## src/rtl/mult32_seq.sv

```systemverilog
// Sequential unsigned 32x32->64 shift-and-add multiplier (MIPS MULTU).
// Ports: clk, rst_n, start, a, b in; busy, done, product out.

module adder32 (
  input  logic [31:0] a_i,
  input  logic [31:0] b_i,
  input  logic        cin_i,
  output logic [31:0] sum_o,
  output logic        cout_o
);
  assign {cout_o, sum_o} = {1'b0, a_i} + {1'b0, b_i} + {32'b0, cin_i};
endmodule

module mult32_seq #(
  parameter int WIDTH = 32
) (
  input  logic               clk,
  input  logic               rst_n,
  input  logic               start,
  input  logic [WIDTH-1:0]   a,
  input  logic [WIDTH-1:0]   b,
  output logic               busy,
  output logic               done,
  output logic [2*WIDTH-1:0] product
);

  localparam logic [1:0] S_IDLE = 2'd0;
  localparam logic [1:0] S_RUN  = 2'd1;
  localparam logic [1:0] S_DONE = 2'd2;

  logic [1:0]         state_q, state_d;
  logic [WIDTH-1:0]   m_q, m_d;
  logic [2*WIDTH-1:0] p_q, p_d;
  logic [5:0]         cnt_q, cnt_d;
  logic [2*WIDTH-1:0] prod_q, prod_d;

  logic [WIDTH-1:0]   addend;
  logic [WIDTH-1:0]   sum;
  logic               carry;

  // Multiplier LSB selects whether M joins the high half this step.
  assign addend = p_q[0] ? m_q : '0;

  adder32 u_add (
    .a_i    (p_q[2*WIDTH-1:WIDTH]),
    .b_i    (addend),
    .cin_i  (1'b0),
    .sum_o  (sum),
    .cout_o (carry)
  );

  always_comb begin
    state_d = state_q;
    m_d     = m_q;
    p_d     = p_q;
    cnt_d   = cnt_q;
    prod_d  = prod_q;
    case (state_q)
      S_IDLE, S_DONE: begin
        if (start) begin
          m_d     = a;
          p_d     = {{WIDTH{1'b0}}, b};
          cnt_d   = '0;
          state_d = S_RUN;
        end else begin
          state_d = S_IDLE;
        end
      end
      S_RUN: begin
        // Carry-out becomes the new MSB, so no bit is lost.
        p_d   = {carry, sum, p_q[WIDTH-1:1]};
        cnt_d = cnt_q + 6'd1;
        if (cnt_q == 6'(WIDTH-1)) begin
          prod_d  = p_d;
          state_d = S_DONE;
        end
      end
      default: state_d = S_IDLE;
    endcase
  end

  always_ff @(posedge clk or negedge rst_n) begin
    if (!rst_n) begin
      state_q <= S_IDLE;
      m_q     <= '0;
      p_q     <= '0;
      cnt_q   <= '0;
      prod_q  <= '0;
    end else begin
      state_q <= state_d;
      m_q     <= m_d;
      p_q     <= p_d;
      cnt_q   <= cnt_d;
      prod_q  <= prod_d;
    end
  end

  assign busy    = (state_q == S_RUN);
  assign done    = (state_q == S_DONE);
  assign product = prod_q;

endmodule

```

## config.mk

```make
export PLATFORM = sky130hd
export DESIGN_NAME = mult32_seq
export DESIGN_NICKNAME = d
export VERILOG_FILES = /design/src/rtl/mult32_seq.sv
export SDC_FILE = /design/constraint.sdc
export NUM_CORES = 1
export LEC_CHECK = 0
export BUFFER_PORTS_ARGS = -buffer_cell sky130_fd_sc_hd__buf_2
export CORE_MARGIN = 4
export CORE_UTILIZATION = 50
export CTS_CLUSTER_SIZE = 14
export DETAILED_ROUTE_END_ITERATION = 10
export PLACE_DENSITY = 0.79
export REMOVE_ABC_BUFFERS = 1
export SYNTH_ARGS = -nofsm -noshare
export SYNTH_HDL_FRONTEND = slang
export SYNTH_SLANG_ARGS = --single-unit
```

## constraint.sdc

```tcl
create_clock -name clk -period 3.6 [get_ports clk]
set_input_delay 0.72 -clock clk [delete_from_list [all_inputs] [get_ports clk]]
set_output_delay 0.72 -clock clk [all_outputs]
set_load 0.01 [all_outputs]
```

Word-level counts from Yosys, hierarchy flattened

Index checks and enable logic that the tools add are counted.

$add $sub $neg: 2
Eq/ne operators: 5
Multiplexer cells: 8
Reduce and logical (&&, ||, !) cells: 6

Operators by type and width:

| cell                | count |
|---|---|
| $pmux 64 s2         | 1 |
| $mux 64             | 1 |
| $add 32x32->33      | 1 |
| $mux 32             | 1 |
| $pmux 6 s2          | 1 |
| $add 6x1->6 const B | 1 |
| $eq 6x5->1 const B  | 1 |
| $mux 6              | 1 |
| $reduce_and 2->1    | 3 |
| $pmux 2 s2          | 1 |
| $eq 2x1->1 const B  | 1 |
| $eq 2x2->1 const B  | 1 |
| $logic_not 2->1     | 1 |
| $mux 2              | 1 |
| $ne 2x1->1 const B  | 1 |
| $ne 2x2->1 const B  | 1 |
| $reduce_bool 2->1   | 1 |
| $reduce_or 2->1     | 1 |
| $mux 1              | 1 |

Flip-flop bits (word level): 168
Input bits: 67
Output and inout port bits: 66
Logic and storage cells: 26

Longest topological paths before layout

Word-level depth: 4
Gate-level depth with buffers: 12
Mapped depth without buffers: 12

Cells and area by module

Synthesis repeated with hierarchy kept, for this count alone.

Cell total of the unflattened synthesis: 762
Area, all modules: 8602.0 um^2

By module, submodules not included:

| module     | instances | cells an instance | area an instance (um^2) | sequential area each (um^2) |
|---|---|---|---|---|
| mult32_seq | 1         | 518               | 6851.6                  | 4204.0 |
| adder32    | 1         | 244               | 1750.4                  | 0.0 |

Least setup slack after synthesis

Ideal clock, no wire load.

Kind: register to register
From: reg p_q[0]
To: reg prod_q[53] (netlist: product[53])
Setup time: 0.125 ns
Arrival: 2.575 ns
Required time: 3.475 ns
Setup slack: 0.900 ns
Cell stages (with the launch flop): 12
Path buffers: 1
Clock period less this slack: 2.700 ns
Cell sequence: dfrtp_1 -> clkbuf_1 -> nand2_1 -> fa_1 -> nand2b_1 -> a21oi_1 -> o211ai_2 -> a31oi_4 -> a31oi_4 -> o31ai_4 -> xor2_1 -> mux2_2

Word-level cells in the longest chain between the ends: 2

RTL lines:

| what                     | RTL line | RTL |
|---|---|---|
| start: declaration       | 33       | `logic [2*WIDTH-1:0] p_q, p_d;` |
| start signal: assignment | 92       | `p_q <= p_d;` |
| $mux 32                  | 42       | `assign addend = p_q[0] ? m_q : '0;` |
| $add 32x32->33           | 11       | `assign {cout_o, sum_o} = {1'b0, a_i} + {1'b0, b_i} + {32'b0, cin_i};` |
| end signal: assignment   | 94       | `prod_q <= prod_d;` |
| end: declaration         | 35       | `logic [2*WIDTH-1:0] prod_q, prod_d;` |

No other way between the ends.
A chain may end at the register's enable or synchronous reset.

Worst setup path after layout

From: reg p_q[0]
To: reg prod_q[55] (netlist: product[55])

Same word-level chain as after synthesis.

==> results by group <==
CTS
  – Root Buffer: clkbuf_16
  – Worst-path clk slew: 0.07 ns
  – Clock sinks: 168
  – # hold bufs at CTS: 0
  – Post-cts sizing count: 0
  – Cts bufs inserted: 17
  – Worst-Skew Late Latency: 0.43 ns
  – Setup bufs post-CTS: 0
  – Clk buf depth: 2
  – H-tree depth: 4
  – CTS tree: yes

Drt
  – ANT nets after route: 0
  – Avg Vias per Cell: 5.42
  – Initial drt markers: 470
  – Routed WL: 20400 um
  – Post-route DRC violation count: 0
  – DR vias: 6708
  – WL/cell: 16.5 um
  – DR pass1 iterations: 6

STA
  – Count of pins over their slew limit: 0
  – Final Hold Fails: 0
  – Hold_ws: 0.338 ns
  – Slew margin rel.: 0.468
  – Fin crit share: 0.877
  – Fin Setup TNS: 0 ns
  – Clock Skew: around 0.0079 ns
  – Final setup vio count: 0
  – Fin crit period: 3.16 ns
  – Actual slew at the worst max-slew pin: 0.797 ns
  – Maximum clock rate: 317 MHz
  – RSZ-0062 raised after global routing: no

Cells and area
  – P&R area growth vs syn: 18.0%
  – Fill cells: between 1000 and 1500
  – Design area: a little under 10000 um^2
  – Finished Layout Cells: 1237
  – Ant. Diodes: 0
  – Layout cells sized above 1: 0.206
  – Fin nets: around 1100

Setup path
  – R2r startpoint: p_q[0]
  – Critical Path RT: 3.91 ns
  – Critical path type: reg2reg
  – Worst EP arrival: 3.47 ns
  – Critical path startpoint category: register
  – CP Launch Point: p_q[0]
  – Crit path max fanout: 25
  – Crit end category: register

Synthesis
  – #FFs+latches synth: 168
  – EDFF count, synth: 0
  – Sequential share of the synthesized area: 0.506
  – Mapped Area: about 8300 um^2
  – Main synth FF type: dfrtp_1
  – Synth warn: 0
  – Synth async-reset ratio: 1.00
  – Syn Area/Cell: 9.33 um^2
  – Post-Synthesis Cells: 890
  – Post-synth cell types: 58

Floorplan
  – Starting Density: 0.517
  – Core area: 16100 um^2
  – Chip Width: 137 um
  – Die area: 18700 um^2
  – Num rows: 46
  – Chip height: 137 um
  – Ports: 133

Run status
  – Status: complete, no violations

GRT
  – Vias in the first global route: 6903
  – Overflow after GRT: 0
  – Total Routing Usage GR: 0.229
  – Largest net degree at the start of global routing: 84
  – Initial antenna violation count: 1
  – First-pass GRT wire length: 34100 um

Power
  – Power Density: 896 nW/um^2
  – Maximum vdd drop: 0.435 mV
  – Pleak: about 5 nW

Placement
  – Buffers on Ports: around 130
  – GPL Wtd Cong: 0.891
  – Inst Count DP: ~1200
  – DPL Wire Length: 13700 um
  – Placed cell areas: 9210 um^2

Worst hold path
  – Worst min path class: in2async

Job
  – Max cap viols: 0
==> final cells by class <==
class,instances,area [um^2],share of cell area
inverters,9,33.8,0.00345
well taps,216,270,0.0276
clock inverters,13,160,0.0163
flip-flops and latches,168,4200,0.429
clock buffers,18,429,0.0438
multi-input cells,669,3920,0.400
repair buffers,144,782,0.0798
==> critical path: stages (launching register included) <==
cell and delay [ns]:
dfrtp_1 0.42, buf_4 0.30, nand2_1 0.14, fa_1 0.45, nand2b_1 0.18, a21oi_1 0.25, o211ai_2 0.18, a311oi_2 0.35
o211a_1 0.26, nor2_1 0.08, xnor2_1 0.14, mux2_2 0.29
==> cells in the final DEF (no fill, tap or decap), types with 3 or more instances in the layout <==
cell type   instances
buf_2             131
xnor2_1            18
o21ai_1             4
nor2_1             16
nand2_1           321
nand2b_1            4
xor2_1             10
o21ai_0            18
clkbuf_16          17
inv_8               3
nand4_1             8
inv_1               7
and2_1             32
a22oi_1            32
inv_6               4
ha_1               33
a21oi_1            36
and3_1              4
a21o_1             17
nand3_1            12
mux2_2             17
dfrtp_1           168
buf_4              10
a211oi_1            5
clkinvlp_4          3
nor3_1              7
a22o_1             30
nor2b_1             4
==> final timing paths <==
| kind | to | slack [ns] | cells after the start |
|---|---|---|---|
| hold / removal | product[47] | 0.34 | 1 |
| hold reg to reg | product[8] | 0.47 | 2 |
| max in group asynchronous | m_q[7] | 2.44 | 2 |
| min in group clk | product[8] | 0.47 | 2 |
| setup reg to reg | product[55] | 0.44 | 11 |
| setup / recovery | product[55] | 0.44 | 11 |
==> state kept, by name (all words and copies together), names as in the netlist <==
register and flops:
cnt_q 6, m_q 32, p_q 64, product 64
state_q 2
==> stage by stage <==
step,utilization,worst slack (ns),power [mW]
floorplan,-,-1.67,5.75
global placement,0.574,0.634,6.80
detailed placement,0.574,0.487,6.92
CTS,0.610,0.471,8.83
global route,0.610,0.204,9.43
finish,0.610,0.445,8.78
==> cell families (layout without fill, tap and decap cells) <==
family                   count (synthesis)  after routing  share of synthesized area
AND/OR/NAND/NOR                        422            422                      0.215
AO/OA/AOI/OAI                          167            167                      0.148
XOR/XNOR                                28             28                     0.0295
flip-flops                             168            168                      0.506
multiplexers                            18             18                     0.0243
adder cells (fa/ha/maj)                 34             34                     0.0521
buffers and inverters                   53            184                     0.0240
==> power by group <==
part           switching [mW]  internal, mW
clock                   0.812          1.04
combinational            2.09          1.60
sequential              0.529          2.71
==> cells in the mapped netlist (4+ instances only) <==
cell type / n / share of area
buf_1: 4 / 0.0018
a22oi_1: 32 / 0.029
and3_1: 4 / 0.0030
a21o_1: 17 / 0.015
nand4_1: 8 / 0.0060
dfrtp_1: 168 / 0.51
xor2_1: 10 / 0.011
a21oi_1: 36 / 0.022
nor2_1: 17 / 0.0077
xnor2_1: 18 / 0.019
a211oi_1: 5 / 0.0045
nor2b_1: 5 / 0.0038
o21ai_1: 4 / 0.0024
o21ai_0: 18 / 0.011
nand3_1: 13 / 0.0078
nand2b_1: 4 / 0.0030
clkbuf_1: 40 / 0.018
a22o_1: 30 / 0.032
ha_1: 33 / 0.050
nand2_1: 321 / 0.15
and2_1: 32 / 0.024
inv_1: 7 / 0.0032
nor3_1: 7 / 0.0042
mux2_2: 17 / 0.023
==> per-layer routing <==
layer,vias to the layer above,share of wire,GRT usage
met5,-,0.00064,0
met4,2,0.014,0.0599
met3,28,0.064,0.0691
met2,169,0.49,0.379
met1,3242,0.44,0.296
li1,3267,-,-
Power figures use the tool's default switching activity.
